File: src/rtl/mc_control_unit.sv
//==============================================================================
// Module   : mc_control_unit
// Brief    : Multi-cycle main controller sequencing IF/ID/EXE/MEM/WB and driving
//            the PC write enable, next-PC select and all datapath controls.
//            Optional retired-instruction counter under macro MC_RETIRE_COUNT_EN.
// Revision : 1.0 - initial release
//==============================================================================
`default_nettype none

module mc_control_unit #(
    parameter int OP_W    = 6,
    parameter int ALUOP_W = 3
) (
    input  logic               CLK,
    input  logic               Reset,
    input  logic [OP_W-1:0]    opcode,
    input  logic               zero,
    output logic               PCcontrol,
    output logic [1:0]         PCSrc,
    output logic               IRWre,
    output logic               ExtSel,
    output logic               ALUSrcB,
    output logic [ALUOP_W-1:0] ALUOp,
    output logic               RegWre,
    output logic [1:0]         RegDst,
    output logic               WrRegDSrc,
    output logic               DBDataSrc,
    output logic               mRD,
    output logic               mWR,
    output logic [2:0]         state,
    output logic               halted
`ifdef MC_RETIRE_COUNT_EN
    ,
    output logic [31:0]        retired
`endif
);

    localparam logic [2:0] c_S_IF     = 3'b000;
    localparam logic [2:0] c_S_ID     = 3'b001;
    localparam logic [2:0] c_S_EXE_AL = 3'b110;
    localparam logic [2:0] c_S_EXE_BR = 3'b101;
    localparam logic [2:0] c_S_EXE_LS = 3'b010;
    localparam logic [2:0] c_S_MEM    = 3'b011;
    localparam logic [2:0] c_S_WB_AL  = 3'b111;
    localparam logic [2:0] c_S_WB_LD  = 3'b100;

    localparam logic [OP_W-1:0] c_OP_ADD   = 6'b000000;
    localparam logic [OP_W-1:0] c_OP_SUB   = 6'b000001;
    localparam logic [OP_W-1:0] c_OP_ADDIU = 6'b000010;
    localparam logic [OP_W-1:0] c_OP_AND   = 6'b010000;
    localparam logic [OP_W-1:0] c_OP_ANDI  = 6'b010001;
    localparam logic [OP_W-1:0] c_OP_ORI   = 6'b010010;
    localparam logic [OP_W-1:0] c_OP_SLT   = 6'b100110;
    localparam logic [OP_W-1:0] c_OP_SW    = 6'b110000;
    localparam logic [OP_W-1:0] c_OP_LW    = 6'b110001;
    localparam logic [OP_W-1:0] c_OP_BEQ   = 6'b110100;
    localparam logic [OP_W-1:0] c_OP_BNE   = 6'b110101;
    localparam logic [OP_W-1:0] c_OP_J     = 6'b111000;
    localparam logic [OP_W-1:0] c_OP_JR    = 6'b111001;
    localparam logic [OP_W-1:0] c_OP_JAL   = 6'b111010;
    localparam logic [OP_W-1:0] c_OP_HALT  = 6'b111111;

    logic [2:0] state_q;
    logic [2:0] state_d;

    logic w_is_addiu, w_is_andi, w_is_ori, w_is_sw, w_is_lw, w_is_beq, w_is_bne;
    logic w_is_j, w_is_jr, w_is_jal, w_is_halt, w_is_sub, w_is_and, w_is_slt, w_is_add;
    logic w_is_itype, w_is_jump, w_br_taken;

    always_comb begin
        w_is_add   = (opcode == c_OP_ADD);
        w_is_sub   = (opcode == c_OP_SUB);
        w_is_addiu = (opcode == c_OP_ADDIU);
        w_is_and   = (opcode == c_OP_AND);
        w_is_andi  = (opcode == c_OP_ANDI);
        w_is_ori   = (opcode == c_OP_ORI);
        w_is_slt   = (opcode == c_OP_SLT);
        w_is_sw    = (opcode == c_OP_SW);
        w_is_lw    = (opcode == c_OP_LW);
        w_is_beq   = (opcode == c_OP_BEQ);
        w_is_bne   = (opcode == c_OP_BNE);
        w_is_j     = (opcode == c_OP_J);
        w_is_jr    = (opcode == c_OP_JR);
        w_is_jal   = (opcode == c_OP_JAL);
        w_is_halt  = (opcode == c_OP_HALT);
        w_is_itype = w_is_addiu | w_is_andi | w_is_ori;
        w_is_jump  = w_is_j | w_is_jr | w_is_jal;
        w_br_taken = (w_is_beq & zero) | (w_is_bne & ~zero);
    end

    always_ff @(posedge CLK or negedge Reset) begin
        if (!Reset) state_q <= c_S_IF;
        else        state_q <= state_d;
    end

    always_comb begin
        state_d = state_q;
        case (state_q)
            c_S_IF: state_d = c_S_ID;
            c_S_ID: begin
                if (w_is_jump)                state_d = c_S_IF;
                else if (w_is_halt)           state_d = c_S_ID;
                else if (w_is_beq | w_is_bne) state_d = c_S_EXE_BR;
                else if (w_is_sw | w_is_lw)   state_d = c_S_EXE_LS;
                else                          state_d = c_S_EXE_AL;
            end
            c_S_EXE_AL: state_d = c_S_WB_AL;
            c_S_EXE_BR: state_d = c_S_IF;
            c_S_EXE_LS: state_d = c_S_MEM;
            c_S_MEM:    state_d = w_is_lw ? c_S_WB_LD : c_S_IF;
            c_S_WB_AL:  state_d = c_S_IF;
            c_S_WB_LD:  state_d = c_S_IF;
            default:    state_d = c_S_IF;
        endcase
    end

    // Every output is gated by Reset so a mid-instruction reset drops all enables at once.
    always_comb begin
        PCcontrol = 1'b0;
        PCSrc     = 2'b00;
        IRWre     = 1'b0;
        ExtSel    = 1'b0;
        ALUSrcB   = 1'b0;
        ALUOp     = 3'b000;
        RegWre    = 1'b0;
        RegDst    = 2'b00;
        WrRegDSrc = 1'b0;
        DBDataSrc = 1'b0;
        mRD       = 1'b0;
        mWR       = 1'b0;
        state     = 3'b000;
        halted    = 1'b0;
        if (Reset) begin
            state     = state_q;
            WrRegDSrc = 1'b1;
            ExtSel    = w_is_addiu | w_is_sw | w_is_lw | w_is_beq | w_is_bne;
            ALUSrcB   = w_is_itype | w_is_sw | w_is_lw;
            if (w_is_sub | w_is_beq | w_is_bne) ALUOp = 3'b001;
            else if (w_is_and | w_is_andi)      ALUOp = 3'b100;
            else if (w_is_ori)                  ALUOp = 3'b101;
            else if (w_is_slt)                  ALUOp = 3'b110;
            case (state_q)
                c_S_IF: IRWre = 1'b1;
                c_S_ID: begin
                    halted = w_is_halt;
                    if (w_is_jump) PCcontrol = 1'b1;
                    if (w_is_j | w_is_jal) PCSrc = 2'b11;
                    else if (w_is_jr)      PCSrc = 2'b10;
                    if (w_is_jal) begin
                        RegWre    = 1'b1;
                        RegDst    = 2'b10;
                        WrRegDSrc = 1'b0;
                    end
                end
                c_S_EXE_BR: begin
                    PCcontrol = 1'b1;
                    PCSrc     = w_br_taken ? 2'b01 : 2'b00;
                end
                c_S_MEM: begin
                    PCcontrol = w_is_sw;
                    mWR       = w_is_sw;
                    mRD       = w_is_lw;
                    DBDataSrc = w_is_lw;
                end
                c_S_WB_AL: begin
                    // Unlisted opcodes flow through as an add that never writes back.
                    PCcontrol = 1'b1;
                    RegWre    = w_is_add | w_is_sub | w_is_and | w_is_slt | w_is_itype;
                    RegDst    = w_is_itype ? 2'b00 : 2'b01;
                end
                c_S_WB_LD: begin
                    PCcontrol = 1'b1;
                    RegWre    = 1'b1;
                    DBDataSrc = 1'b1;
                end
                default: ;
            endcase
        end
    end

`ifdef MC_RETIRE_COUNT_EN
    logic [31:0] retired_q;
    logic [31:0] retired_d;

    always_comb begin
        retired_d = retired_q + {31'd0, PCcontrol};
    end

    always_ff @(posedge CLK or negedge Reset) begin
        if (!Reset) retired_q <= 32'd0;
        else        retired_q <= retired_d;
    end

    assign retired = retired_q;
`endif

endmodule

`default_nettype wire

File: config.mk
export PLATFORM = sky130hd
export DESIGN_NAME = mc_control_unit
export DESIGN_NICKNAME = d
export VERILOG_FILES = /design/src/rtl/mc_control_unit.sv
export SDC_FILE = /design/constraint.sdc
export NUM_CORES = 1
export LEC_CHECK = 0
export CAP_MARGIN = 20
export CELL_PAD_IN_SITES_DETAIL_PLACEMENT = 0
export CELL_PAD_IN_SITES_GLOBAL_PLACEMENT = 2
export CORE_ASPECT_RATIO = 0.6
export CORE_MARGIN = 8
export CORE_UTILIZATION = 18
export DETAILED_ROUTE_END_ITERATION = 10
export PLACE_DENSITY_LB_ADDON = 0.1
export SYNTH_ARGS = -nofsm -noshare
export SYNTH_HDL_FRONTEND = slang
export SYNTH_SLANG_ARGS = --single-unit
export TNS_END_PERCENT = 30
File: constraint.sdc
create_clock -name CLK -period 1.9 [get_ports CLK]
set_input_delay 0.285 -clock CLK [delete_from_list [all_inputs] [get_ports CLK]]
set_output_delay 0.285 -clock CLK [all_outputs]
set_load 0.01 [all_outputs]
==> results.toml <==
[synthesis]
synth_cell_type_count = 33
syn-num-nets = 93
synth_edf_count = 0
postSynthAreaPerCell_um2 = 6.45
synthTopCellsByArea = "dfrtp_1 (14%), nor2_1 (11%), nand2_1 (6.9%), nand2b_1 (5.8%), nor4_1 (4.6%)"
synth_seq_cells = 3
yosys_warnings = 0
netlist_area_um2 = 542
synth_top_area_frac = 0.139
async_reset_ff_frac = 1.00
yosys.area.top_type = "dfrtp_1"
ys_dominant_reg_cell = "dfrtp_1"
synth.yosys.seq_area_share = 0.139
netlist_instances = 84

[timing]
fmax_mhz = 535
maxSlewViolCount = 0
finalCritPeriodShare = 0.983
relSlewSlack = 0.748
finalSetupViolCount = 0
fin_hold_ws_ps = 206
period_minus_slack_ps = 1870
rsz0062_at_grt = "yes"
worst_slew_pin_slew_ps = 373
layout_setup_ws_ps = 32.2
fin_skew_ps = 0.307
finalHoldViolCount = 0

[grt]
grt_max_degree = 9
track_usage = 0.101
antenna_found_initial = 0
overflow = 0
grt_first_pass_wirelength_um = 4140
grt_pass1_vias = 865

[power]
p_comb_frac = 0.668
power_density_nw_per_um2 = 738
p_sw_frac = 0.424
p_clk_frac = 0.208
p_int_mw = 0.505
power.leakage_nw = 0.538
p_total_mw = 0.877
peakVddDrop_v = 0.000562
p_seq_frac = 0.124
power_switching_mw = 0.372

[drt]
wl_um = 2510
drc = 0
ant_nets = 0
avgRoutedWirePerCell_um = 13.7
drtIter0Drc = 51
first_pass_iters = 4
vias = 842
viasPerCell = 4.60

[critical_path]
path_max_fanout = 6
required_ps = 1620
critical_path_class = "in -> out"
cp.arrival_ps = 1580
end_kind = "primary output"
timing.critical_path.from_type = "primary input"

[clock_tree]
cts_buffers = 3
cts.reportedPaths.clkPinSlew_ps = 30
cts_tree = "done"
clk_path_buf_depth = 2
clkSinkCount = 3
clockRootBuffer = "clkbuf_8"
clock_latency_ps = 210
h-tree-depth = 1

[worst_hold_path]
hold_class = "in -> async"

[outcome]
status = "finished clean"

[final_layout]
largest_reg_flops = 3
finalNetCount = 151
synthToLayoutAreaGrowth_pct = 119
seqCellArea_um2 = 75.1
final_core_util = 0.414
top_regs = "state_q (3)"
top_register = "state_q"
instances_no_fill = 183
fillers = 307
antenna_cells = 0
drive_above_1_share = 0.440
multi_input_area_um2 = 542

[die]
start_util = 0.189
die-height_um = 58.5
boundaryPins = 29
fp.dieW_um = 86.8
dieArea_um2 = 5080
core_area_um2 = 2870
num_rows = 15

[placed_design]
dpl_worst_slack_ps = -786
routabilityCongestion = 0.791
dpl.hpwl_um = 2060
dp_cells = 178
portBuffers = 28

[run]
maxCapViolCount = 0
[power groups by stage]
stage | registers [mW] | clock network, mW | logic, mW
final | 0.108 | 0.183 | 0.585
after detailed placement | 0.110 | 0 | 0.549
after floorplan | 0.132 | 0 | 0.240
after CTS | 0.109 | 0.189 | 0.563
after global placement | 0.107 | 0 | 0.559
after global routing | 0.111 | 0.198 | 0.637
[cells in the final DEF, fill, tap and decap left out, drive strengths merged, types with 3 or more instances in the layout]
cell / instances
buf: 38
nor2: 16
nand2: 10
dlygate4sd2: 8
clkbuf: 6
clkdlybuf4s15: 6
nand2b: 5
nor3: 4
clkdlybuf4s50: 4
nand3: 4
nor4: 4
and2: 3
dfrtp: 3
inv: 3
o21ai: 3
[area by class of cell]
| type | count | area share |
|---|---|---|
| inverters | 3 | 0.00948 |
| multi-input cells | 73 | 0.456 |
| clock buffers | 4 | 0.0379 |
| well taps | 42 | 0.0443 |
| repair buffers | 58 | 0.389 |
| flip-flops and latches | 3 | 0.0632 |
[worst paths after layout]
check / slack, ps / cells past startpoint / start / end
worst max-delay path: 30 / 6 / opcode[4] / DBDataSrc
worst min-delay path: 210 / 2 / Reset / state_q[0]
worst max register to register: 460 / 5 / state_q[0] / state_q[2]
worst min register to register: 610 / 2 / state_q[2] / state_q[1]
max in group asynchronous: 1600 / 2 / Reset / state_q[2]
min in group CLK: 600 / 4 / opcode[1] / state_q[2]
[metrics by stage]
| stage | TNS [ps] | cell area (µm²) |
|---|---|---|
| 3_3_place_gp | -10110 | 1060 |
| 3_5_place_dp | -9640 | 1060 |
| 5_1_grt | -101 | 1190 |
| 4_1_cts | -18.7 | 1140 |
| 2_1_floorplan | 0 | 542 |
| 6_report | 0 | 1190 |
[per-layer routing]
layer | share of wire | track usage | up-vias
met3 | 0.076 | 0.0291 | 2
met2 | 0.39 | 0.136 | 24
met4 | 0.0032 | 0.0389 | 0
li1 | - | - | 423
met1 | 0.53 | 0.143 | 393
met5 | 0 | 0 | -
[kinds of logic after synthesis]
logic type / Yosys count / share of synthesized area
and+or+nand+nor: 53 / 0.497
AOI/OAI and AO/OA: 17 / 0.236
buffers and inverters: 8 / 0.0762
DFF: 3 / 0.139
muxes: 2 / 0.0370
xor gates and xnor gates: 1 / 0.0162
[cell usage after synthesis (2+ instances only)]
| library cell | instances |
|---|---|
| nor2_1 | 16 |
| nand2_1 | 10 |
| nand2b_1 | 5 |
| nand3_1 | 4 |
| nor3_1 | 4 |
| nor4_1 | 4 |
| and2_1 | 3 |
| buf_2 | 3 |
| dfrtp_1 | 3 |
| inv_1 | 3 |
| a21oi_1 | 2 |
| mux2i_1 | 2 |
| nand4b_1 | 2 |
| nor3b_1 | 2 |
| o21ai_0 | 2 |
| o311a_1 | 2 |
[worst max-delay path, stage by stage]
cell and delay [ps]:
buf_4 100, nand2_4 60, or4_4 610, o32ai_2 260
and2_1 140, buf_2 120
[repair_timing]
item                                    4_1_cts  5_1_grt
hold buffers                                  0        0
pin swaps                                     8        5
endpoints found under the setup margin       19        9
gates resized for setup                      76       14
setup buffers                                 0        1
Power figures use the tool's default switching activity.
